**src/rtl/mfp_uart_hex_parser_pkg.sv**
```systemverilog
// Shared constants for the UART hex programmer: character codes, parser states, default load address.
// Latency: none (declarations only).
// Backpressure: not applicable.
package mfp_uart_hex_parser_pkg;

   // Characters with special meaning in the hex stream
   localparam logic [7:0] CHAR_AT  = 8'h40;
   localparam logic [7:0] CHAR_SP  = 8'h20;
   localparam logic [7:0] CHAR_TAB = 8'h09;
   localparam logic [7:0] CHAR_LF  = 8'h0a;
   localparam logic [7:0] CHAR_CR  = 8'h0d;

   // Parser states
   localparam logic [1:0] ST_IDLE = 2'd0;
   localparam logic [1:0] ST_DATA = 2'd1;
   localparam logic [1:0] ST_ADDR = 2'd2;
   localparam logic [1:0] ST_SKIP = 2'd3;

   // Boot vector used as the write address until an '@' token arrives
   localparam logic [31:0] RESET_ADDRESS_DEFAULT = 32'h1fc00000;

   // Classification of one received character
   typedef struct packed {
      logic       is_hex;
      logic [3:0] nibble;
      logic       is_at;
      logic       is_term;
   } char_class_t;

endpackage

```
**src/rtl/mfp_ascii_hex_decode.sv**
```systemverilog
// Classifies one ASCII byte as hex digit (with its value), '@', token terminator, or other.
// Latency: combinational.
// Backpressure: none; caller qualifies the byte.
module mfp_ascii_hex_decode
   import mfp_uart_hex_parser_pkg::*;
(
   input  logic [7:0] byte_data,
   output logic       is_hex,
   output logic [3:0] nibble,
   output logic       is_at,
   output logic       is_term
);

   // Digits keep their low nibble; letters a-f/A-F share low nibbles 1..6, so add 9
   always_comb begin
      is_hex  = 1'b0;
      nibble  = 4'h0;
      is_at   = (byte_data == CHAR_AT);
      is_term = (byte_data == CHAR_SP) || (byte_data == CHAR_TAB) ||
                (byte_data == CHAR_LF) || (byte_data == CHAR_CR);
      if (byte_data >= 8'h30 && byte_data <= 8'h39) begin
         is_hex = 1'b1;
         nibble = byte_data[3:0];
      end else if ((byte_data >= 8'h61 && byte_data <= 8'h66) ||
                   (byte_data >= 8'h41 && byte_data <= 8'h46)) begin
         is_hex = 1'b1;
         nibble = byte_data[3:0] + 4'd9;
      end
   end

endmodule

```
**src/rtl/mfp_uart_hex_parser.sv**
```systemverilog
// Parses ASCII hex text ("@addr" tokens and data tokens) into 32-bit word-write requests.
// Latency: terminator byte in cycle N -> write_valid in cycle N+1.
// Backpressure: request held until write_ready; bytes arriving while stalled are dropped and flagged.
module mfp_uart_hex_parser
   import mfp_uart_hex_parser_pkg::*;
#(
   parameter logic [31:0] RESET_ADDRESS = RESET_ADDRESS_DEFAULT,
   parameter int          MAX_DIGITS    = 8
)(
   input  logic        clock,
   input  logic        reset,
   input  logic [7:0]  byte_data,
   input  logic        byte_ready,
   output logic [31:0] write_address,
   output logic [31:0] write_data,
   output logic        write_valid,
   input  logic        write_ready,
   output logic        format_error,
   output logic        overflow_error,
   output logic [15:0] word_count
);

   char_class_t cls;
   logic [1:0]  state, state_nxt;
   logic [31:0] acc, acc_nxt;
   logic [3:0]  cnt, cnt_nxt;
   logic        stall, accept, take;
   logic        set_ferr, word_done, addr_load;

   mfp_ascii_hex_decode u_decode (
      .byte_data (byte_data),
      .is_hex    (cls.is_hex),
      .nibble    (cls.nibble),
      .is_at     (cls.is_at),
      .is_term   (cls.is_term)
   );

   assign stall  = write_valid & ~write_ready;
   assign accept = write_valid &  write_ready;
   assign take   = byte_ready  & ~stall;

   // Token parser: next state, accumulator and digit count for an accepted byte
   always_comb begin
      state_nxt = state;
      acc_nxt   = acc;
      cnt_nxt   = cnt;
      set_ferr  = 1'b0;
      word_done = 1'b0;
      addr_load = 1'b0;
      if (take) begin
         case (state)
            ST_IDLE: begin
               if (cls.is_hex) begin
                  acc_nxt   = {28'b0, cls.nibble};
                  cnt_nxt   = 4'd1;
                  state_nxt = ST_DATA;
               end else if (cls.is_at) begin
                  acc_nxt   = 32'b0;
                  cnt_nxt   = 4'd0;
                  state_nxt = ST_ADDR;
               end else if (!cls.is_term) begin
                  set_ferr  = 1'b1;
                  state_nxt = ST_SKIP;
               end
            end
            ST_DATA, ST_ADDR: begin
               if (cls.is_hex) begin
                  if (cnt == 4'(MAX_DIGITS)) begin
                     set_ferr  = 1'b1;
                     state_nxt = ST_SKIP;
                  end else begin
                     acc_nxt = {acc[27:0], cls.nibble};
                     cnt_nxt = cnt + 4'd1;
                  end
               end else if (cls.is_term) begin
                  state_nxt = ST_IDLE;
                  if (state == ST_DATA) begin
                     word_done = 1'b1;
                  end else if (cnt == 4'd0) begin
                     set_ferr = 1'b1;
                  end else begin
                     addr_load = 1'b1;
                  end
               end else begin
                  set_ferr  = 1'b1;
                  state_nxt = ST_SKIP;
               end
            end
            default: begin
               if (cls.is_term) state_nxt = ST_IDLE;
            end
         endcase
      end
   end

   // Parser state registers
   always_ff @(posedge clock) begin
      if (reset) begin
         state <= ST_IDLE;
         acc   <= 32'b0;
         cnt   <= 4'd0;
      end else begin
         state <= state_nxt;
         acc   <= acc_nxt;
         cnt   <= cnt_nxt;
      end
   end

   // Write request: a newly completed word wins over clearing on accept; address load wins over +4
   always_ff @(posedge clock) begin
      if (reset) begin
         write_valid   <= 1'b0;
         write_data    <= 32'b0;
         write_address <= RESET_ADDRESS;
      end else begin
         if (word_done) begin
            write_valid <= 1'b1;
            write_data  <= acc;
         end else if (accept) begin
            write_valid <= 1'b0;
         end
         if (addr_load) begin
            write_address <= {acc[31:2], 2'b00};
         end else if (accept) begin
            write_address <= write_address + 32'd4;
         end
      end
   end

   // Sticky error flags and accepted-word counter
   always_ff @(posedge clock) begin
      if (reset) begin
         format_error   <= 1'b0;
         overflow_error <= 1'b0;
         word_count     <= 16'd0;
      end else begin
         if (set_ferr)            format_error   <= 1'b1;
         if (byte_ready && stall) overflow_error <= 1'b1;
         if (accept)              word_count     <= word_count + 16'd1;
      end
   end

endmodule

```
**config.mk**
```make
export PLATFORM = sky130hd
export DESIGN_NAME = mfp_uart_hex_parser
export DESIGN_NICKNAME = d
export VERILOG_FILES = /design/src/rtl/mfp_uart_hex_parser_pkg.sv /design/src/rtl/mfp_ascii_hex_decode.sv /design/src/rtl/mfp_uart_hex_parser.sv
export SDC_FILE = /design/constraint.sdc
export NUM_CORES = 1
export LEC_CHECK = 0
export BUFFER_PORTS_ARGS = -buffer_cell sky130_fd_sc_hd__buf_2
export CAP_MARGIN = 40
export CELL_PAD_IN_SITES_DETAIL_PLACEMENT = 0
export CELL_PAD_IN_SITES_GLOBAL_PLACEMENT = 1
export CORE_MARGIN = 3
export CORE_UTILIZATION = 42
export CTS_CLUSTER_SIZE = 8
export DETAILED_ROUTE_END_ITERATION = 8
export PLACE_DENSITY = 0.82
export SLEW_MARGIN = 0
export SYNTH_ARGS = -nofsm -noshare
export SYNTH_HDL_FRONTEND = slang
export SYNTH_SLANG_ARGS = --single-unit
```
**constraint.sdc**
```tcl
create_clock -name clock -period 3.4 [get_ports clock]
set_input_delay 0.68 -clock clock [delete_from_list [all_inputs] [get_ports clock]]
set_output_delay 0.68 -clock clock [all_outputs]
set_load 0.1 [all_outputs]
```
======== Yosys cells after proc, flatten, opt, wreduce, memory -nomap -nowiden ========
Cells that the tools add are included.
storage, ports and cells
  flip-flop bits (word level) ............. 121
  input port bits ......................... 12
  output and inout port bits .............. 83
  logic and storage cells ................. 103
operators by class
  add/sub/neg operators ................... 4
  $lt $le $gt $ge ......................... 6
  eq/ne operators ......................... 13
  multiplexer cells ....................... 47
  bitwise operators ....................... 5
  reduce and logical (&&, ||, !) cells .... 18
operators by type and width
  operator                 count
  $mux W32                 6
  $pmux W32 S2             1
  $add A32 B3 Y32 const B  1
  $eq A8 B4 Y1 const B     3
  $mux W1                  24
  $mux W4                  6
  $add A16 B1 Y16 const B  1
  $ge A8 B7 Y1 const B     2
  $le A8 B7 Y1 const B     2
  $mux W2                  7
  $eq A8 B6 Y1 const B     1
  $eq A8 B7 Y1 const B     1
  $ge A8 B6 Y1 const B     1
  $le A8 B6 Y1 const B     1
  $pmux W4 S2              1
  $reduce_bool A2 Y1       3
  $reduce_and A5 Y1        1
  $add A4 B1 Y4 const B    1
  $add A4 B4 Y4 const B    1
  $eq A4 B4 Y1 const B     1
  $logic_and A1 B1 Y1      4
  $logic_not A4 Y1         1
  $logic_or A1 B1 Y1       4
  $ne A4 B2 Y1 const B     1
  14 further kinds         18

======== Longest topological paths before layout ========
  word-level depth ........................ 9
  mapped depth ............................ 9
  gate-level depth less buffers ........... 7

======== By module ========
A second synthesis with hierarchy kept.
unflattened totals
  cell total of the unflattened synthesis .. 657
  area total of the unflattened synthesis .. 5418.9 um2
by module, submodules not included
  module                times used  cells an instance  area each (um2)  sequential area each (um2)
  mfp_uart_hex_parser   1           626                5170.0           2382.3
  mfp_ascii_hex_decode  1           31                 249.0            0.0

======== Worst setup path before layout ========
No wires, ideal clock.
  path type ............................... register to register
  start point ............................. register write_address[5]
  end point ............................... register write_address[29]
  library setup time ...................... 0.086 ns
  arrival time ............................ 2.674 ns
  data required time ...................... 3.314 ns
  setup slack ............................. 0.641 ns
  stages on the path, launching flop included .. 6
  buffers on the path ..................... 0
  period minus slack after synthesis ...... 2.759 ns
  cell sequence ........................... dfxtp_1 nand4_1 nor4_1 nand4_1 xor2_1 a211oi_1
on the way
  word-level cells in the longest chain between the ends .. 3
ends and longest elaborated chain
  item                    line                        source
  from (decl)             mfp_uart_hex_parser.sv:14   output logic [31:0] write_address,
  from (signal assigned)  mfp_uart_hex_parser.sv:123  write_address <= {acc[31:2], 2'b00};
  from (signal assigned)  mfp_uart_hex_parser.sv:125  write_address <= write_address + 32'd4;
  $add A32 B3 Y32         mfp_uart_hex_parser.sv:125
  $mux W32                mfp_uart_hex_parser.sv:124  end else if (accept) begin
  $mux W32                mfp_uart_hex_parser.sv:122  if (addr_load) begin
No other way between the ends. The select of a mux whose other input is x is not followed.
A chain may end at the register's enable or synchronous reset.

======== Worst setup path after layout ========
  start point ............................. register state[0]
  end point ............................... register write_address[22]
on the way
  word-level cells in the longest chain between the ends .. 7
  elaborated cells on any way between the ends .. 10
  classes of those cells .................. eq/ne: 2; mux: 6; reduce/logical: 2
ends and longest elaborated chain
  item                                                   line                                                  source
  from (decl)                                            mfp_uart_hex_parser.sv:24                             logic [1:0] state, state_nxt;
  from (signal assigned)                                 mfp_uart_hex_parser.sv:103                            state <= state_nxt;
  $eq A2 B1 Y1                                           mfp_uart_hex_parser.sv:51, mfp_uart_hex_parser.sv:77
  $mux W1                                                mfp_uart_hex_parser.sv:77                             if (state == ST_DATA) begin
  $mux W1                                                mfp_uart_hex_parser.sv:75                             end else if (cls.is_term) begin
  $mux W1                                                mfp_uart_hex_parser.sv:67                             if (cls.is_hex) begin
  $mux W1 (*)                                            mfp_uart_hex_parser.sv:51                             case (state)
  $mux W1 (*)                                            mfp_uart_hex_parser.sv:50                             if (take) begin
  $mux W32 / $reduce_bool A2 Y1 (equally long branches)  -
Mark *: on every way between the ends. The rest lies on a longest branch, timed or not.

==> results by group <==
Status
  – Status: completed

Final layout
  – N_diodes: 0
  – Fin cells: 930
  – Commonest non-fill, non-tap cell in the layout: dfxtp_1
  – Nets@finish: 764
  – Commonest cells after routing, fill and taps aside: dfxtp_1 (119), buf_2 (91), nand2_1 (85), a21oi_1 (53), nor2_1 (47)
  – Fraction of layout cells with a size suffix above 1: 19.5%
  – Synthesis-to-finish area growth: 20.0%

Synthesis
  – Synth top area share: 41.7%
  – Synth unique cells: 53
  – Most used DFF post-synth: dfxtp_1
  – Synth Warn #: 0
  – Post-Synthesis Cell Area: 5720 um2
  – EDFF count, synth: 0
  – Top cells by area, synth: dfxtp_1 (42%), nand2_1 (5.6%), mux2i_1 (5.3%)
  – Asr flop ratio synth: 0%
  – Seq/Total Area, Yosys: 41.7%
  – Cell taking the most area after synthesis: dfxtp_1
  – Gate Count Post-Synth: 664
  – Flops & latches, synth: 119
  – Syn Area/Cell: 8.61 um2

Power
  – P_int: 0.00261 W
  – Switching share of power: 25.2%
  – Lkg Pwr: 2.61 nW
  – Reg power frac: 40.7%
  – VDD IR-drop max: 0.340 mV
  – Logic pwr share: 10.4%
  – Switching power: 0.000878 W
  – Clock Power Share: 48.9%
  – PD cells: 508 nW/um2

Critical path
  – Worst path required time: 3680 ps
  – Crit path cell chain: inv_1 > ha_1 > nand3_1 > or4_1 > buf_4 > nor3_1 > a21oi_1
  – CP max-delay cell: or4_1
  – Logic depth of the worst path, buffers included: 7
  – Crit end category: flop
  – Worst Path Arrival: 2900 ps
  – Maximum fanout along the worst path: 39
  – Critical path class: reg -> reg
  – CP max stage delay: 560 ps
  – Critical path launch point type: flop
  – Register-to-register setup slack: 780 ps
  – Worst path bufs/invs: 2
  – R2r worst-path depth: 7
  – Cell family with most CP delay: simple AND/OR/NAND/NOR gates

Clock tree
  – Bufs on Longest Clock Path: 2
  – Post-CTS Resized: 0
  – Hold Buf Count CTS: 0
  – CTS tree: built
  – Clock H-tree levels: 4
  – CTS Root Cell: clkbuf_16
  – Setup Fix Bufs, Post-CTS: 0
  – Clock Pin Slew Worst Setup and Hold Paths: 50 ps
  – Clk_lat worst skew: 410 ps
  – Clock buffer count from CTS: 17
  – Clock Sink Count: 119

Placed design
  – GP Congestion: 0.863
  – Input/output buffers: 92
  – Hpwl dp: 10.1 mm
  – Placed Cells: 898

Timing
  – Clk_skew: 4.82 ps
  – Worst Max-Slew Pin Slew: 673 ps
  – Final setup violation count: 0
  – Unrepaired setup endpoints after global routing: no
  – Tmin final: 2620 ps
  – Setup TNS: 0 ps
  – Final Cycle Share: 77.1%
  – Hold Vio Cnt, Final: 0
  – Fmax: 382 MHz
  – Slew Limit Fails: 0
  – Relative slew slack: 54.9%

Routing
  – Via count: 4969
  – DRC viols: 0
  – Post-DRT Antenna Nets: 0
  – Iter 0 DRT Violations: 277
  – Via/cell ratio: 5.34
  – TritonRoute pass-1 iters: 5
  – DRT Wirelength: 14.4 mm
  – DR WL/cell: 15.5 um

GRT
  – Gr usage total: 20.0%
  – Gr ovfl total: 0
  – Vias in the first global route: 4883
  – First-pass GRT wire length: 23.6 mm
  – Pin count of the biggest net entering global routing: 78
  – Initial antenna violation count: 0

Hold path
  – Hold depth: 2
  – Worst min path class: reg -> reg

Floorplan
  – Die ar.: 15100 um2
  – FP Rows: 42
  – Starting Density: 43.0%
  – Core footprint: 13300 um2
  – Chip width: 123 um
  – IO Pins: 95
  – Die Y-Extent: 123 um

Run
  – Maxcap violations: 0
-- worst reg2reg max path, cell delays in order (launching register included) --
cell and delay [ps]:
dfxtp_1 360, inv_1 70, ha_1 520, nand3_1 290
or4_1 560, buf_4 280, nor3_1 330, a21oi_1 70
-- kinds of logic (layout without fill, tap and decap cells) --
family,after synthesis,in the layout,share of synthesized area (%)
adder cells (fa/ha/maj),11,11,2.41
buffers and inverters,64,153,5.08
AO/OA/AOI/OAI,105,105,11.9
multiplexers,37,37,6.63
other,1,2,0.0656
XOR/XNOR,39,39,5.97
AND/OR/NAND/NOR,288,288,26.3
flip-flops,119,119,41.7
-- synthesized netlist by cell type, types with 11 or more instances --
library cell,number
nor2_1,47
nand3b_1,31
a211oi_1,24
dfxtp_1,119
xnor2_1,14
nand3_1,25
ha_1,11
nand2b_1,31
mux2i_1,30
clkbuf_1,29
a21oi_1,53
xor2_1,25
nand4_1,11
nor3_1,19
nand2_1,85
inv_1,19
-- per-stage QoR --
| step | instance area (um2) | hold slack, ps | total power, W | setup WS, ps | utilization (%) |
|---|---|---|---|---|---|
| after floorplan | 5720 | 440 | 0.00173 | 641 | - |
| after global placement | 6290 | 443 | 0.00180 | 525 | 47.3 |
| after detailed placement | 6290 | 447 | 0.00181 | 444 | 47.3 |
| after CTS | 6860 | 455 | 0.00351 | 834 | 51.6 |
| after global routing | 6860 | 470 | 0.00361 | 607 | 51.6 |
| final | 6860 | 451 | 0.00349 | 780 | 51.6 |
-- flip-flops by register name, indices dropped and copies added (netlist names) --
| register | count |
|---|---|
| write_data | 32 |
| cnt | 4 |
| format_error | 1 |
| word_count | 16 |
| write_valid | 1 |
| state | 2 |
| write_address | 30 |
| acc | 32 |
| overflow_error | 1 |
-- power groups by stage --
stage               Sequential, W  Clock, W  Combinational, W
floorplan                 0.00148         0          0.000249
global placement          0.00145         0          0.000354
detailed placement        0.00145         0          0.000359
CTS                       0.00142   0.00173          0.000359
global route              0.00142   0.00179          0.000395
finish                    0.00142   0.00171          0.000362
-- cell type report --
cell class                 instances  area, um2
clock buffer                      23        498
clock inverter                     9       72.6
fill                            1260       6430
inverter                          19       71.3
multi-input combinational        482       3050
sequential                       119       2380
tap                              176        220
timing repair buffer             102        563
-- layer usage --
| metal | up-vias | wire, um | part of all wire (%) | global-route usage [%] |
|---|---|---|---|---|
| met5 | - | 0 | 0 | 0 |
| met4 | 0 | 372 | 2.6 | 9.31 |
| met3 | 32 | 717 | 5.0 | 5.58 |
| met2 | 144 | 6990 | 49 | 32.3 |
| met1 | 2338 | 6300 | 44 | 24.6 |
| li1 | 2455 | - | - | - |
-- path summary, 6_finish.rpt --
| path | start | to |
|---|---|---|
| hold reg to reg | write_data[13]$_SDFFE_PP0P_ | write_data[13]$_SDFFE_PP0P_ |
| setup / recovery | state[0]$_SDFFE_PP0P_ | write_address[22]$_SDFFE_PP1P_ |
| hold / removal | write_data[13]$_SDFFE_PP0P_ | write_data[13]$_SDFFE_PP0P_ |
| setup reg to reg | state[0]$_SDFFE_PP0P_ | write_address[22]$_SDFFE_PP1P_ |
(Power assumes the default switching activity.)
